<file path="config.mk">
export PLATFORM = sky130hd
export DESIGN_NAME = int_sched
export DESIGN_NICKNAME = d
export VERILOG_FILES = /design/src/rtl/int_sched_pkg.sv /design/src/rtl/int_prio_sel.sv /design/src/rtl/int_sched.sv
export SDC_FILE = /design/constraint.sdc
export NUM_CORES = 1
export LEC_CHECK = 0
export ABC_CLOCK_PERIOD_IN_PS = 11000
export CAP_MARGIN = 20
export CORE_ASPECT_RATIO = 1.4
export CORE_MARGIN = 5
export CORE_UTILIZATION = 29
export CTS_CLUSTER_SIZE = 28
export DETAILED_ROUTE_END_ITERATION = 10
export PLACE_DENSITY = 0.52
export REMOVE_ABC_BUFFERS = 1
export SYNTH_ARGS = -nofsm -noshare
export SYNTH_HDL_FRONTEND = slang
export SYNTH_SLANG_ARGS = --single-unit
</file>
<file path="constraint.sdc">
create_clock -name clk -period 11 [get_ports clk]
set_clock_uncertainty 0.1 [all_clocks]
set_input_delay 1.1 -clock clk [delete_from_list [all_inputs] [get_ports clk]]
set_output_delay 1.1 -clock clk [all_outputs]
set_load 0.02 [all_outputs]
</file>
<file path="src/rtl/int_sched_pkg.sv">
// Shared constants and types for the int_sched interrupt scheduler.
package int_sched_pkg;

    localparam int NSRC_MAX = 8;

    localparam logic [7:0] REG_CTRL     = 8'h00;
    localparam logic [7:0] REG_ENABLE   = 8'h02;
    localparam logic [7:0] REG_PENDING  = 8'h04;
    localparam logic [7:0] REG_VBASE    = 8'h06;
    localparam logic [7:0] REG_LEVEL_LO = 8'h08;
    localparam logic [7:0] REG_LEVEL_HI = 8'h0A;

    localparam logic [7:0] SPURIOUS_VEC = 8'h18;
    localparam logic [7:0] VBASE_RST    = 8'h40;

    typedef enum logic [1:0] {
        IDLE = 2'd0,
        ACC  = 2'd1,
        IACK = 2'd2,
        HOLD = 2'd3
    } bus_state_t;

    // Word-address match; the byte bit of the address is ignored.
    function automatic logic reg_hit(input logic [7:0] a, input logic [7:0] offset);
        return a[7:1] == offset[7:1];
    endfunction

endpackage

</file>
<file path="src/rtl/int_prio_sel.sv">
// Combinational priority resolver: highest active level for ipl_n, and the
// lowest-index active source whose level matches the acknowledged level.
module int_prio_sel
    import int_sched_pkg::*;
(
    input  logic [NSRC_MAX-1:0]      active,
    input  logic [NSRC_MAX-1:0][2:0] level,
    input  logic [2:0]               iack_level,
    output logic [2:0]               max_level,
    output logic [2:0]               win_idx,
    output logic                     win_valid
);

    // Scan for the maximum level, then scan downward so the lowest index wins.
    always_comb begin
        max_level = '0;
        win_idx   = '0;
        win_valid = 1'b0;
        for (int i = 0; i < NSRC_MAX; i++) begin
            if (active[i] && (level[i] > max_level)) begin
                max_level = level[i];
            end
        end
        for (int i = NSRC_MAX - 1; i >= 0; i--) begin
            if (active[i] && (level[i] == iack_level)) begin
                win_idx   = 3'(i);
                win_valid = 1'b1;
            end
        end
    end

endmodule

</file>
<file path="src/rtl/int_sched.sv">
// Programmable-priority vectored interrupt scheduler for the 68000 bus.
//
// state | meaning
// IDLE  | waiting for an address strobe
// ACC   | register read/write cycle, ack and read data registered on exit
// IACK  | interrupt-acknowledge cycle, vector driven and winner cleared
// HOLD  | transfer done, waiting for the strobe to drop
module int_sched
    import int_sched_pkg::*;
#(
    parameter int NSRC = 8
) (
    input  logic            clk,
    input  logic            reset_n,
    input  logic [15:0]     data_write,
    output logic [15:0]     data_read,
    input  logic [7:0]      addr,
    input  logic            uds,
    input  logic            lds,
    input  logic            rw,
    input  logic            as,
    input  logic            iack,
    input  logic [2:0]      iack_level,
    output logic            ack,
    input  logic [NSRC-1:0] irq,
    output logic [2:0]      ipl_n
);

    bus_state_t                state_q, state_d;
    logic                      ctrl_en;
    logic [7:0]                enable_q;
    logic [7:0]                pending_q;
    logic [7:3]                vbase_q;
    logic [7:0][2:0]           level_q;
    logic [7:0]                irq_ext;
    logic [7:0]                sync1_q, sync2_q, sync3_q;
    logic [7:0]                irq_edge;
    logic [7:0]                level_nz;
    logic [7:0]                active;
    logic [7:0]                pend_clr;
    logic [15:0]               rd_val;
    logic [15:0]               lane_mask;
    logic [2:0]                max_level;
    logic [2:0]                win_idx;
    logic                      win_valid;
    logic                      wr_cycle;
    logic                      unused_bits;

    assign unused_bits = ^{data_write[15], data_write[11], addr[0]};

    // Zero-extend the request vector to the fixed 8-source register layout.
    always_comb begin
        irq_ext = '0;
        irq_ext[NSRC-1:0] = irq;
    end

    // Two-flop synchronizer plus one delay flop for rising-edge detection.
    always_ff @(posedge clk) begin
        if (!reset_n) begin
            sync1_q <= '0;
            sync2_q <= '0;
            sync3_q <= '0;
        end else begin
            sync1_q <= irq_ext;
            sync2_q <= sync1_q;
            sync3_q <= sync2_q;
        end
    end

    assign irq_edge = sync2_q & ~sync3_q;

    // A source takes part in arbitration only with a non-zero level.
    always_comb begin
        for (int i = 0; i < 8; i++) begin
            level_nz[i] = level_q[i] != 3'd0;
        end
        active = pending_q & enable_q & {8{ctrl_en}} & level_nz;
    end

    int_prio_sel u_prio_sel (
        .active     (active),
        .level      (level_q),
        .iack_level (iack_level),
        .max_level  (max_level),
        .win_idx    (win_idx),
        .win_valid  (win_valid)
    );

    // Bus FSM state register.
    always_ff @(posedge clk) begin
        if (!reset_n) begin
            state_q <= IDLE;
        end else begin
            state_q <= state_d;
        end
    end

    // Bus FSM next state.
    always_comb begin
        state_d = state_q;
        case (state_q)
            IDLE: if (as) state_d = iack ? IACK : ACC;
            ACC:  state_d = HOLD;
            IACK: state_d = HOLD;
            HOLD: if (!as) state_d = IDLE;
            default: state_d = IDLE;
        endcase
    end

    assign wr_cycle = (state_q == ACC) && !rw;

    // Pending bits to clear this cycle: W1C writes and the IACK winner.
    always_comb begin
        pend_clr = '0;
        if (wr_cycle && lds && reg_hit(addr, REG_PENDING)) begin
            pend_clr = data_write[7:0];
        end
        if ((state_q == IACK) && win_valid) begin
            pend_clr = pend_clr | (8'b1 << win_idx);
        end
    end

    // Register file; a new edge overrides a same-cycle clear.
    always_ff @(posedge clk) begin
        if (!reset_n) begin
            ctrl_en   <= 1'b0;
            enable_q  <= '0;
            pending_q <= '0;
            vbase_q   <= VBASE_RST[7:3];
            level_q   <= '0;
        end else begin
            pending_q <= (pending_q & ~pend_clr) | (irq_edge & enable_q);
            if (wr_cycle) begin
                if (lds && reg_hit(addr, REG_CTRL))   ctrl_en  <= data_write[0];
                if (lds && reg_hit(addr, REG_ENABLE)) enable_q <= data_write[7:0];
                if (lds && reg_hit(addr, REG_VBASE))  vbase_q  <= data_write[7:3];
                if (reg_hit(addr, REG_LEVEL_LO)) begin
                    if (lds) begin
                        level_q[0] <= data_write[2:0];
                        level_q[1] <= data_write[6:4];
                    end
                    if (uds) begin
                        level_q[2] <= data_write[10:8];
                        level_q[3] <= data_write[14:12];
                    end
                end
                if (reg_hit(addr, REG_LEVEL_HI)) begin
                    if (lds) begin
                        level_q[4] <= data_write[2:0];
                        level_q[5] <= data_write[6:4];
                    end
                    if (uds) begin
                        level_q[6] <= data_write[10:8];
                        level_q[7] <= data_write[14:12];
                    end
                end
            end
        end
    end

    // Read mux for the register map; unmapped offsets read as zero.
    always_comb begin
        rd_val = '0;
        if (reg_hit(addr, REG_CTRL)) begin
            rd_val = {15'd0, ctrl_en};
        end else if (reg_hit(addr, REG_ENABLE)) begin
            rd_val = {8'd0, enable_q};
        end else if (reg_hit(addr, REG_PENDING)) begin
            rd_val = {8'd0, pending_q};
        end else if (reg_hit(addr, REG_VBASE)) begin
            rd_val = {8'd0, vbase_q, 3'b000};
        end else if (reg_hit(addr, REG_LEVEL_LO)) begin
            rd_val = {1'b0, level_q[3], 1'b0, level_q[2], 1'b0, level_q[1], 1'b0, level_q[0]};
        end else if (reg_hit(addr, REG_LEVEL_HI)) begin
            rd_val = {1'b0, level_q[7], 1'b0, level_q[6], 1'b0, level_q[5], 1'b0, level_q[4]};
        end
        lane_mask = {{8{uds}}, {8{lds}}};
    end

    // Registered bus outputs and priority level to the CPU.
    always_ff @(posedge clk) begin
        if (!reset_n) begin
            ack       <= 1'b0;
            data_read <= '0;
            ipl_n     <= 3'b111;
        end else begin
            ack       <= (state_q == ACC) || (state_q == IACK);
            data_read <= '0;
            if ((state_q == ACC) && rw) begin
                data_read <= rd_val & lane_mask;
            end else if (state_q == IACK) begin
                data_read <= {8'd0, (win_valid ? {vbase_q, win_idx} : SPURIOUS_VEC)};
            end
            ipl_n <= ~max_level;
        end
    end

endmodule

</file>
==> results of run 1 <==
-- cell usage in the layout (no fill, tap or decap), drive strengths merged, types with 3 or more instances in the layout --
cell type,n
o211ai,3
dfxtp,90
nor3b,4
and2,32
o21ai,12
nand3b,8
clkdlybuf4s50,55
a21o,3
ha,18
nor2b,48
a21boi,5
nor2,35
buf,6
a22o,3
nand4,9
o21a,3
mux2i,52
and3,4
nand2,41
inv,22
a22oi,10
xor2,3
nand2b,3
xnor2,20
nor3,14
clkbuf,13
o22ai,4
a211oi,8
nor4,3
nand3,21
a21oi,23
-- flip-flops by register name, indices dropped and copies added (netlist names), 2 cells and up --
register	flops
sync2_q	8
data_read	14
state_q	2
sync1_q	8
vbase_q	5
sync3_q	8
level_q	24
ipl_n	3
enable_q	8
pending_q	8
-- critical path: cells and delay by family (launching register included) --
kind                       cells  cell delay (ps)
AOI/OAI and AO/OA             17             3190
buffers and inverters          1               50
muxes                          1              390
DFF                            1              390
adders and majority gates      8             2220
and+or+nand+nor               19             2880
-- power breakdown --
part,internal [mW],switching (mW)
sequential,0.337,0.00573
combinational,0.0481,0.0549
clock,0.190,0.127
total,0.575,0.188
-- metrics by stage --
step	cells	instance area (um^2)
5_1_grt	846	6050
6_report	846	6050
3_3_place_gp	829	5730
2_1_floorplan	537	4860
4_1_cts	846	6050
3_5_place_dp	830	5750
-- kinds of logic after synthesis --
kind of cell,Yosys count
AO/OA/AOI/OAI,98
XOR/XNOR,23
adder cells (fa/ha/maj),20
buffers and inverters,52
flip-flops,90
multiplexers,53
other,1
AND/OR/NAND/NOR,230
-- final cells by class --
cell class | count | area share (%)
clock buffers | 13 | 4.30
clock inverters | 3 | 0.765
inverters | 21 | 1.30
multi-input cells | 426 | 49.2
flip-flops and latches | 90 | 29.8
well taps | 232 | 4.80
repair buffers | 61 | 9.86
-- final timing paths --
path	from	endpoint	slack, ps	depth (start not counted)
setup / recovery	pending_q[0]$_SDFF_PN0_	ipl_n[0]$_SDFF_PN1_	1660	46
hold / removal	sync1_q[2]$_SDFF_PN0_	sync2_q[2]$_SDFF_PN0_	330	1
setup reg to reg	pending_q[0]$_SDFF_PN0_	ipl_n[0]$_SDFF_PN1_	1660	46
hold reg to reg	sync1_q[2]$_SDFF_PN0_	sync2_q[2]$_SDFF_PN0_	330	1
-- metal layers --
metal,track usage (%),routed length (um),vias to the layer above,share of wire (%)
met5,0,0,-,0
met4,6.13,403,0,2.9
met3,3.48,709,23,5.2
met2,24.8,6870,116,50
met1,16.6,5720,1954,42
li1,-,-,2073,-
==> results.cfg, run 1 <==
[yosys]
synthTopCellsByCount = 90 x dfxtp_1, 52 x mux2i_1, 48 x nor2b_1, 41 x nand2_1, 35 x nor2_1
synth_ff_type = dfxtp_1
synth_compound_area_share_pct = 14.8
synth_area_leaders = dfxtp_1 36%, mux2i_1 10%, nor2b_1 6.0%
async_flop_share_pct = 0
synth_top_family_by_area = simple AND/OR/NAND/NOR gates
synth-seq-cells = 90
synth_xor_area_share_pct = 4.03
synth_largest_area_cell = dfxtp_1
synth_mux_area_share_pct = 10.6
synth_adder_area_share_pct = 4.90
syn_area_um2 = 5000
synth_top_area_share_pct = 36.0
avgSynthCellArea_um2 = 8.82
synth-simple-area-share_pct = 25.0
synthDistinctLibCells = 69
yosysMostFrequentCell = dfxtp_1
synth_edf_count = 0
syn_inst = 567
ys_seq_area_share_pct = 36.0
yosys_warnings = 0

[critical_path]
critPathRequiredTime_ps = 11160
critPathMaxFanout = 9
critPathSlowestCell = o211ai_1
endpoint_kind = flop
max_stage_delay_ps = 400
crit_type = flop to flop
crit_top_cell = nor2_1
arrival_ps = 9500
start_kind = flop

[sta]
slew_headroom_pct = 33.7
period_minus_slack_ps = 9340
finalCritPeriodShare_pct = 84.9
final.setup.worst_slack_ps = 1660
drv_slew = 0
max_freq_ghz = 0.107
hold_viol_final = 0
rsz0062_at_grt = false
finalSetupViolCount = 0
worst_hold_slack_ps = 330
worst_slew_pin_slew_ps = 981
totalNegativeSetupSlack_ps = 0

[final_layout]
fillers = 1745
seqCellArea_um2 = 1800
diodes = 0
multi_input_area_um2 = 2980
drive_above_1_share_pct = 5.70
area_delta_synth_final_pct = 21.0
fin_util_pct = 35.8
finalNetCount = 669

[drt]
dr.first_iter.drc_count = 278
first_pass_iters = 4
ant_nets = 0
via_per_inst = 4.92
wl_mm = 13.7
drc = 0
vias = 4166
avgRoutedWirePerCell_um = 16.2

[floorplanning]
fp.coreArea_um2 = 16900
rows = 56
die-area_um2 = 20000
die_w_um = 121
ioPinCount = 62
die_y_um = 165
start_util_pct = 29.6

[global_route]
grt_overflow = 0
grt_usage_pct = 14.3
grt_pass1_wl_mm = 22.3
grt_max_degree = 86
grt_antenna_before_repair = 0
grt_pass1_vias = 4204

[cts]
cts_sinks = 90
clk_pin_slew_ps = 60
cts-root-buf = clkbuf_16
cts_buffer_depth = 2
cts-hold-fix-buffers = 0
insertion_delay_ps = 340
postCtsSetupRepairBufs = 0
tritoncts = built
htree_levels = 3
cts_buffers = 9
cts_resized = 0

[power]
p_per_area_nw_per_um2 = 126
ir_drop_mv = 0.0925
power_mw = 0.762
p_leak_nw = 2.23

[placement]
place_congestion = 0.872
dp_slack_ps = 1650
port_buffers = 56
dp_hpwl_mm = 10.3

[job]
drv_cap = 0

[hold_path]
hold_path.class = flop to flop

[status]
status = finished clean
Note: power is estimated with default switching activity, not from simulation.
==> inputs of run 2 (changes only) <==
--- a/config.mk
+++ b/config.mk
@@ -5,14 +5,14 @@
 export SDC_FILE = /design/constraint.sdc
 export NUM_CORES = 1
 export LEC_CHECK = 0
-export ABC_CLOCK_PERIOD_IN_PS = 11000
+export ABC_CLOCK_PERIOD_IN_PS = 8150
 export CAP_MARGIN = 20
 export CORE_ASPECT_RATIO = 1.4
 export CORE_MARGIN = 5
 export CORE_UTILIZATION = 29
 export CTS_CLUSTER_SIZE = 28
 export DETAILED_ROUTE_END_ITERATION = 10
-export PLACE_DENSITY = 0.52
+export PLACE_DENSITY = 0.54
 export REMOVE_ABC_BUFFERS = 1
 export SYNTH_ARGS = -nofsm -noshare
 export SYNTH_HDL_FRONTEND = slang
==> constraint.sdc (replaced) <==
create_clock -name clk -period 8.15 [get_ports clk]
set_clock_uncertainty 0.1 [all_clocks]
set_input_delay 0.815 -clock clk [delete_from_list [all_inputs] [get_ports clk]]
set_output_delay 0.815 -clock clk [all_outputs]
set_load 0.02 [all_outputs]
==> run 2 against run 1 <==
Compared with the run above: the flow now finishes with violations (setup timing); fmax is 14% higher; critical path depth stayed put; wire length is 6.0% higher; critical endpoint is now ipl_n[2]$_SDFF_PN1_; non-clock buffer count is 37 higher; sequential power is 34% higher; clock power is 44% higher; hold slack better by 2.5 ps; cell count is 4.4% higher; flip-flop and latch count stayed put; combinational power is 37% higher; global-route usage is 0.72 points higher; clock-buffer cell count is 4 lower; largest power group unchanged.
==> results.cfg, run 2 (same netlist as run 1, synthesis figures left out) <==
[placement]
dp_cells = 857
place_congestion = 0.901
dp_slack_ps = -546
dp_hpwl_mm = 10.8
port_buffers = 56

[critical_path]
crit_type = flop to flop
r2r_end = ipl_n[2]$_SDFF_PN1_
max_stage_delay_ps = 330
critical_path_buf_inv_count = 2
r2r-start = pending_q[0]$_SDFF_PN0_
start_kind = flop
cp.depth = 46
crit_family = compound AO/OA/AOI/OAI gates
critPathSlowestCell = dfxtp_2
critPathMaxFanout = 5
regToRegSetupSlack_ps = -70
reg2reg_depth = 46
crit_end = ipl_n[2]$_SDFF_PN1_
cp-startpoint = pending_q[0]$_SDFF_PN0_
arrival_ps = 8330
critPathRequiredTime_ps = 8260
endpoint_kind = flop

[hold_path]
hold_path.class = flop to flop
holdPathStages = 1

[floorplanning]
rows = 56
ioPinCount = 62
start_util_pct = 29.6
die_y_um = 165
fp.coreArea_um2 = 16900
die_w_um = 121
die-area_um2 = 20000

[power]
p_per_area_nw_per_um2 = 162
p_leak_nw = 2.48
seq_power_share_pct = 43.6
switching_share_pct = 25.3
comb_power_share_pct = 13.3
internal_power_mw = 0.791
clock_power_share_pct = 43.1
ir_drop_mv = 0.105
switchingPower_mw = 0.268
power_mw = 1.06

[drt]
ant_nets = 0
via_per_inst = 5.00
dr.first_iter.drc_count = 272
first_pass_iters = 4
avgRoutedWirePerCell_um = 16.4
wl_mm = 14.5
drc = 0
vias = 4416

[global_route]
grt_overflow = 0
grt_pass1_wl_mm = 23.3
grt_max_degree = 86
grt_pass1_vias = 4525
grt_usage_pct = 15.0
grt_antenna_before_repair = 0

[sta]
drv_slew = 0
slew_headroom_pct = 33.0
totalNegativeSetupSlack_ps = -105
hold_viol_final = 0
finalSetupViolCount = 2
worst_slew_pin_slew_ps = 991
rsz0062_at_grt = true
final.setup.worst_slack_ps = -71.1
finalCritPeriodShare_pct = 101
period_minus_slack_ps = 8220
max_freq_ghz = 0.122

[job]
drv_cap = 0

[cts]
insertion_delay_ps = 350
htree_levels = 3
cts-hold-fix-buffers = 0
cts-root-buf = clkbuf_16
clk_pin_slew_ps = 70
cts_sinks = 90
cts_buffer_depth = 2
tritoncts = built
cts_buffers = 9

[final_layout]
finalNetCount = 706
reg_top3 = level_q (24), data_read (14)
layout.cells.non_filler = 883
area_delta_synth_final_pct = 30.9
regMostFlops = level_q
layout_commonest_cell = dfxtp_1
layout_common_cells = 87 x dfxtp_1, 55 x clkdlybuf4s50_1, 52 x mux2i_1
drive_above_1_share_pct = 16.4
largest_reg_flops = 24
diodes = 0

[status]
status = complete, but fails checks
violations = setup timing
==> run 2: cell types whose count changed in the layout (fill, tap and decap cells not counted), sizes merged <==
cell / before / now
buf: 6 / 43
clkbuf: 13 / 9
clkinv: 0 / 4
bufinv: 1 / 2
clkinvlp: 1 / 0
==> run 2: power groups by stage <==
stage	clock (mW)	combinational (mW)	sequential, mW
2_1_floorplan	0	0.0700	0.477
6_report	0.456	0.141	0.461
5_1_grt	0.491	0.155	0.463
4_1_cts	0.473	0.141	0.462
3_3_place_gp	0	0.135	0.471
3_5_place_dp	0	0.140	0.472
==> run 2: final cells by class <==
cell class,instances,area [um^2]
fillers,1706,10300
multi-input cells,426,3170
flip-flops and latches,90,1810
repair buffers,98,878
well taps,232,290
clock buffers,9,225
clock inverters,7,103
inverters,21,78.8
==> run 2: stage by stage <==
| stage | cell area, um^2 | utilization [%] | hold WS [ps] |
|---|---|---|---|
| floorplan | 4860 | - | 312 |
| global placement | 5940 | 35.2 | 315 |
| detailed placement | 5950 | 35.2 | 322 |
| CTS | 6520 | 38.6 | 337 |
| global route | 6550 | 38.8 | 360 |
| finish | 6550 | 38.8 | 333 |
==> run 2: what timing repair did <==
item / in CTS / in global routing
pin swaps: 35 / 15
buffers inserted: 7 / 3
setup endpoints to repair: 3 / 3
gates resized for setup: 40 / 2
==> run 2: worst min path at each step <==
| stage | start | end | slack [ps] |
|---|---|---|---|
| global placement | sync1_q[3]$_SDFF_PN0_ | sync2_q[3]$_SDFF_PN0_ | 310 |
| floorplan | sync1_q[0]$_SDFF_PN0_ | sync2_q[0]$_SDFF_PN0_ | 310 |
| global route | sync1_q[2]$_SDFF_PN0_ | sync2_q[2]$_SDFF_PN0_ | 360 |
| finish | sync1_q[2]$_SDFF_PN0_ | sync2_q[2]$_SDFF_PN0_ | 330 |
| CTS | sync1_q[2]$_SDFF_PN0_ | sync2_q[2]$_SDFF_PN0_ | 340 |
| detailed placement | sync1_q[0]$_SDFF_PN0_ | sync2_q[0]$_SDFF_PN0_ | 320 |
==> run 2: metal layers <==
layer / wire [um] / vias up / global-route usage (%)
li1: - / 2148 / -
met1: 5980 / 2142 / 17.0
met2: 7490 / 99 / 26.7
met3: 542 / 27 / 2.45
met4: 503 / 0 / 8.30
met5: 0 / - / 0
==> inputs of run 3 (changes only) <==
--- a/config.mk
+++ b/config.mk
@@ -10,7 +10,6 @@
 export CORE_ASPECT_RATIO = 1.4
 export CORE_MARGIN = 5
 export CORE_UTILIZATION = 29
-export CTS_CLUSTER_SIZE = 28
 export DETAILED_ROUTE_END_ITERATION = 10
 export PLACE_DENSITY = 0.54
 export REMOVE_ABC_BUFFERS = 1
==> results of run 3 <==
No change in the layout: final DEF, timing and power equal those of run 2.
